===== src/rtl/ldtu_synch_aligner.sv =====
// LDTU synch-word aligner.
// Hunts the DTU output stream for LockCount consecutive copies of the synch
// word, holds lock until UnlockCount consecutive misses, and returns a
// fixed-length handshake to the DTU when synch mode is released while locked.
`timescale 1ns/1ps
module ldtu_synch_aligner #(
  parameter int Nbits_32     = 32,
  parameter int LockCount    = 4,
  parameter int UnlockCount  = 3,
  parameter int HandshakeLen = 4
) (
  input  logic                CLK,
  input  logic                rst_b,
  input  logic                synch,
  input  logic [Nbits_32-1:0] synch_pattern,
  input  logic [Nbits_32-1:0] DATA32_in,
  input  logic                data_valid,
  output logic                handshake,
  output logic                locked,
  output logic                align_error,
  output logic [7:0]          err_cnt
);

  // Counters hold 0 .. N-1; reaching the last value plus one more event
  // triggers the transition, so they never need to represent N itself.
  localparam int MW = (LockCount    > 1) ? $clog2(LockCount)    : 1;
  localparam int UW = (UnlockCount  > 1) ? $clog2(UnlockCount)  : 1;
  localparam int HW = (HandshakeLen > 1) ? $clog2(HandshakeLen) : 1;

  localparam logic [MW-1:0] LOCK_LAST   = MW'(LockCount - 1);
  localparam logic [UW-1:0] UNLOCK_LAST = UW'(UnlockCount - 1);
  localparam logic [HW-1:0] HS_LAST     = HW'(HandshakeLen - 1);

  localparam logic [1:0] IDLE   = 2'd0;
  localparam logic [1:0] HUNT   = 2'd1;
  localparam logic [1:0] LOCKED = 2'd2;
  localparam logic [1:0] HSHAKE = 2'd3;

  logic [1:0]    state, state_nx;
  logic [MW-1:0] match_cnt, match_nx;
  logic [UW-1:0] miss_cnt, miss_nx;
  logic [HW-1:0] hs_cnt, hs_cnt_nx;
  logic          handshake_nx, locked_nx, align_error_nx;
  logic [7:0]    err_cnt_nx;
  logic          armed;
  logic          is_match, is_miss;

  // Lock-loss counter saturates at all-ones instead of wrapping.
  function automatic logic [7:0] sat_inc(input logic [7:0] v);
    return (v == 8'hFF) ? v : v + 8'd1;
  endfunction

  assign is_match = data_valid && (DATA32_in == synch_pattern);
  assign is_miss  = data_valid && (DATA32_in != synch_pattern);

  // The first edge after reset release only arms the FSM; transitions start on the second.
  always_ff @(posedge CLK or negedge rst_b) begin
    if (!rst_b) armed <= 1'b0;
    else        armed <= 1'b1;
  end

  // Next-state and next-output decode; synch always wins over data events.
  always_comb begin
    state_nx       = state;
    match_nx       = match_cnt;
    miss_nx        = miss_cnt;
    hs_cnt_nx      = hs_cnt;
    handshake_nx   = handshake;
    locked_nx      = locked;
    align_error_nx = 1'b0;
    err_cnt_nx     = err_cnt;
    if (armed) begin
      case (state)
        IDLE: begin
          if (synch) begin
            state_nx = HUNT;
            match_nx = '0;
            miss_nx  = '0;
          end
        end
        HUNT: begin
          if (!synch) begin
            state_nx = IDLE;
          end else if (is_match) begin
            if (match_cnt == LOCK_LAST) begin
              state_nx  = LOCKED;
              locked_nx = 1'b1;
              match_nx  = '0;
            end else begin
              match_nx = match_cnt + 1'b1;
            end
          end else if (is_miss) begin
            match_nx = '0;
          end
        end
        LOCKED: begin
          if (!synch) begin
            state_nx     = HSHAKE;
            handshake_nx = 1'b1;
            hs_cnt_nx    = '0;
          end else if (is_miss) begin
            if (miss_cnt == UNLOCK_LAST) begin
              state_nx       = HUNT;
              locked_nx      = 1'b0;
              align_error_nx = 1'b1;
              err_cnt_nx     = sat_inc(err_cnt);
              miss_nx        = '0;
              match_nx       = '0;
            end else begin
              miss_nx = miss_cnt + 1'b1;
            end
          end else if (is_match) begin
            miss_nx = '0;
          end
        end
        HSHAKE: begin
          // synch and data are deliberately ignored until back in IDLE.
          if (hs_cnt == HS_LAST) begin
            state_nx     = IDLE;
            handshake_nx = 1'b0;
            locked_nx    = 1'b0;
            hs_cnt_nx    = '0;
          end else begin
            hs_cnt_nx = hs_cnt + 1'b1;
          end
        end
        default: begin
          state_nx = IDLE;
        end
      endcase
    end
  end

  // State, counters and all outputs are registered so the DTU sees clean levels.
  always_ff @(posedge CLK or negedge rst_b) begin
    if (!rst_b) begin
      state       <= IDLE;
      match_cnt   <= '0;
      miss_cnt    <= '0;
      hs_cnt      <= '0;
      handshake   <= 1'b0;
      locked      <= 1'b0;
      align_error <= 1'b0;
      err_cnt     <= 8'd0;
    end else begin
      state       <= state_nx;
      match_cnt   <= match_nx;
      miss_cnt    <= miss_nx;
      hs_cnt      <= hs_cnt_nx;
      handshake   <= handshake_nx;
      locked      <= locked_nx;
      align_error <= align_error_nx;
      err_cnt     <= err_cnt_nx;
    end
  end

endmodule


===== config.mk =====
export PLATFORM = sky130hd
export DESIGN_NAME = ldtu_synch_aligner
export DESIGN_NICKNAME = d
export VERILOG_FILES = /design/src/rtl/ldtu_synch_aligner.sv
export SDC_FILE = /design/constraint.sdc
export NUM_CORES = 1
export LEC_CHECK = 0
export CAP_MARGIN = 20
export CORE_MARGIN = 2
export CORE_UTILIZATION = 39
export CTS_BUF_LIST = sky130_fd_sc_hd__clkbuf_4 sky130_fd_sc_hd__clkbuf_8 sky130_fd_sc_hd__clkbuf_16
export CTS_CLUSTER_SIZE = 10
export DETAILED_ROUTE_END_ITERATION = 10
export MAX_ROUTING_LAYER = met4
export PLACE_DENSITY = 0.81
export REMOVE_ABC_BUFFERS = 1
export SLEW_MARGIN = 20
export SYNTH_ARGS = -nofsm -noshare
export SYNTH_HDL_FRONTEND = slang
export SYNTH_SLANG_ARGS = --single-unit

===== constraint.sdc =====
create_clock -name CLK -period 2.4 [get_ports CLK]
set_clock_uncertainty 0.1 [all_clocks]
set_input_delay 0.48 -clock CLK [delete_from_list [all_inputs] [get_ports CLK]]
set_output_delay 0.48 -clock CLK [all_outputs]
set_load 0.005 [all_outputs]

==> summary.md <==
| Metric | Value |
|---|---|
| Core area | `~3400 um2` |
| Kind of path behind the tightest hold check | `reg -> reg` |
| Number of maximum-capacitance violations | `0` |
| Synthesized area | `1430 um2` |
| # Post-CTS Setup Buffers | `0` |
| Total Neg Setup Slack | `0 ns` |
| Root Buffer | `clkbuf_4` |
| Total CTS buffers | `3` |
| Clk Latency, worst-skew pair | `0.29 ns` |
| Kind of end point of the critical path | `flop` |
| Post-synthesis sequential area ratio | `0.351` |
| Minimum hold slack | `around 0.40 ns` |
| Overall routing resource usage | `0.191` |
| Antenna diode count | `0` |
| Flip-flop and latch count after synthesis | `20` |
| Total power | `roughly 0.72 mW` |
| DRC violations left | `0` |
| Total Routed Length | `approximately 3.7 mm` |
| Via count of the routed design | `about 1.3k` |
| Total leakage power | `roughly 0.90 nW` |
| Tmin final | `between 2 and 2.5 ns` |
| Startpoint type of the worst setup path | `primary input` |
| Max clock buf depth | `2` |
| Input/output buffers | `78` |
| Cell Pwr Density | `306 nW/um2` |
| Layout cells sized above 1 | `0.0886` |
| DR WL/cell | `about 13 um` |
| Gate count after technology mapping | `150` |
| Final hold viol count | `0` |
| Maximum operating frequency | `roughly 440 MHz` |
| RD Place Congestion | `roughly 0.94` |
| Antenna violations before repair | `0` |
| Critical path type | `in -> reg` |
| Mean instance size in the synthesized netlist | `about 9.5 um2` |
| Required @ worst endpoint | `2.51 ns` |
| Effective utilization at floorplan | `0.417` |
| Max-slew violations | `0` |
| Hold Buf Count CTS | `0` |
| Setup repair after global routing missed its margin | `false` |
| Final nets | `between 300 and 400` |
| Final Setup Violations | `0` |
| Std-Cell Rows | `21` |
| Dpl hpwl | `roughly 3.1 mm` |
| Overall die area | `4150 um2` |
| # IOs | `79` |
| Count of unique library cells instantiated by Yosys | `40` |
| CTS clock-pin slew for the worst setup and hold paths | `0.11 ns` |
| Vias per Instance | `about 4.8` |
| Via count of the first global-routing pass | `around 1.4k` |
| X dimension of the die | `about 64 um` |
| Highest fanout seen on the critical path | `8` |
| Warning count from the yosys run | `0` |
| Chip Height | `64.5 um` |
| Number of clock sinks | `20` |
| Arrival time worst endpoint | `around 2.4 ns` |
| Clock tree from TritonCTS | `built` |
| Largest net degree at the start of global routing | `21` |
| Share of the cycle needed by the critical path after routing | `0.950` |
| Post-detailed-placement cell area | `between 2000 and 2500 um2` |
| Layout-stage area growth over the synthesis result | `64.3%` |
| Total non-filler cell area in the finished layout | `approximately 2300 um2` |
| Detailed router's first-iteration violation count | `32` |
| Number of nets with antenna violations after detailed routing | `0` |
| CTS HTree Levels | `1` |
| First-pass GRT wire length | `a little over 6 mm` |
| Total grt overflow | `0` |
| Worst vdd rail ir drop | `around 290 uV` |
| First-pass iteration count of the detailed router | `6` |
| Outcome | `finished, final reports clean` |
| Resized Gates After CTS | `0` |
## Yosys cell counts
master	n	area (um2)
o2bb2ai_1	1	8.76
nor3b_1	1	7.51
buf_4	1	7.51
inv_1	3	11.3
nand2_1	13	48.8
a221oi_2	1	15.0
nor2b_1	1	6.26
dfrtp_1	20	500
a22o_1	2	17.5
xnor2_1	36	315
o31ai_1	1	7.51
nor3_1	2	10.0
clkbuf_1	2	7.51
nand2_2	1	6.26
xor2_1	4	35.0
a31oi_1	2	12.5
nor4_1	1	6.26
a32o_1	1	10.0
o21ai_0	6	30.0
ha_1	3	37.5
nand3b_1	1	7.51
a21oi_1	2	10.0
and3b_1	1	8.76
nand2b_1	2	12.5
buf_2	1	5.00
nor2_1	6	22.5
nand3_1	11	55.1
nand4_1	11	68.8
and3_1	1	6.26
mux2_2	1	11.3
conb_1	1	3.75
nor4_4	1	21.3
nor4_2	2	25.0
o211ai_1	1	7.51
or3_1	1	6.26
or3_4	1	11.3
o2111a_1	1	11.3
o2111ai_1	1	8.76
a2111oi_2	1	15.0
and2_1	1	6.26
## path summary, 6_finish.rpt
kind / from / end / slack (ns) / depth (start not counted)
worst max-delay path: synch_pattern[19] / locked$_DFFE_PN0P_ / 0.12 / 7
worst min-delay path: hs_cnt[1]$_DFFE_PN0P_ / hs_cnt[1]$_DFFE_PN0P_ / 0.40 / 2
worst max register to register: err_cnt[0]$_DFFE_PN0P_ / err_cnt[1]$_DFFE_PN0P_ / 0.41 / 6
worst min register to register: hs_cnt[1]$_DFFE_PN0P_ / hs_cnt[1]$_DFFE_PN0P_ / 0.40 / 2
max in group asynchronous: rst_b / err_cnt[0]$_DFFE_PN0P_ / 1.59 / 2
min in group asynchronous: rst_b / locked$_DFFE_PN0P_ / 0.41 / 2
## layout make-up
class                      instances  area (um2)
fill                             260        1070
inverter                           3        11.3
multi-input combinational        123         893
tap                               46        57.6
sequential                        20         500
clock buffer                       3        22.5
timing repair buffer              88         856
## metrics by stage
stage / std cells / worst slack, ns / util
floorplan: 146 / 0.374 / -
global placement: 280 / -0.0730 / 0.679
detailed placement: 280 / -0.187 / 0.679
CTS: 283 / 0.131 / 0.685
global route: 283 / 0.0214 / 0.685
finish: 283 / 0.120 / 0.685
## cell usage in the layout (no fill, tap or decap), types with 2 or more instances in the layout
cell	n
clkdlybuf4s50_1	78
nand4_1	11
clkbuf_4	3
o21ai_0	6
dfrtp_1	20
nand3_1	11
inv_1	3
ha_1	3
nor3_1	2
nor2_1	6
xor2_1	4
a31oi_1	2
nor4_2	2
a21oi_1	2
nand2b_1	2
a22o_1	2
buf_4	10
nand2_1	13
xnor2_1	36
## worst max-delay path, stage by stage
cell and delay (ns):
clkdlybuf4s50_1 0.48, xnor2_1 0.12, nand4_1 0.14, nor4_2 0.42, nand2_2 0.21, nor4_4 0.37, o2bb2ai_1 0.18
## report_power, final
part	switching, mW	leakage [nW]	internal, mW
Sequential	0.0116	0.254	0.341
Combinational	0.0663	0.636	0.147
Clock	0.0935	0.0138	0.0584
Total	0.171	0.903	0.546
## routing by layer
layer / up-vias / global-route usage / share of wire
met5: - / - / 0
met2: 28 / 0.315 / 0.49
met1: 603 / 0.247 / 0.46
met3: 6 / 0.0295 / 0.029
met4: 0 / 0.0532 / 0.020
li1: 711 / - / -
## flip-flops by register name, indices dropped and copies added (netlist names)
signal       cells
miss_cnt         2
err_cnt          8
match_cnt        2
hs_cnt           2
handshake        1
state            2
align_error      1
armed            1
locked           1
## cells by family (layout without fill, tap and decap cells)
kind of cell,count (synthesis),count (layout),share of synthesized area
compound gates,20,20,0.108
xor+xnor,40,40,0.246
fa+ha+maj,3,3,0.0263
buf+inv,7,94,0.0219
flops,20,20,0.351
mux,1,1,0.00790
other cells,1,1,0.00263
simple gates,58,58,0.236
(Power assumes the default switching activity.)
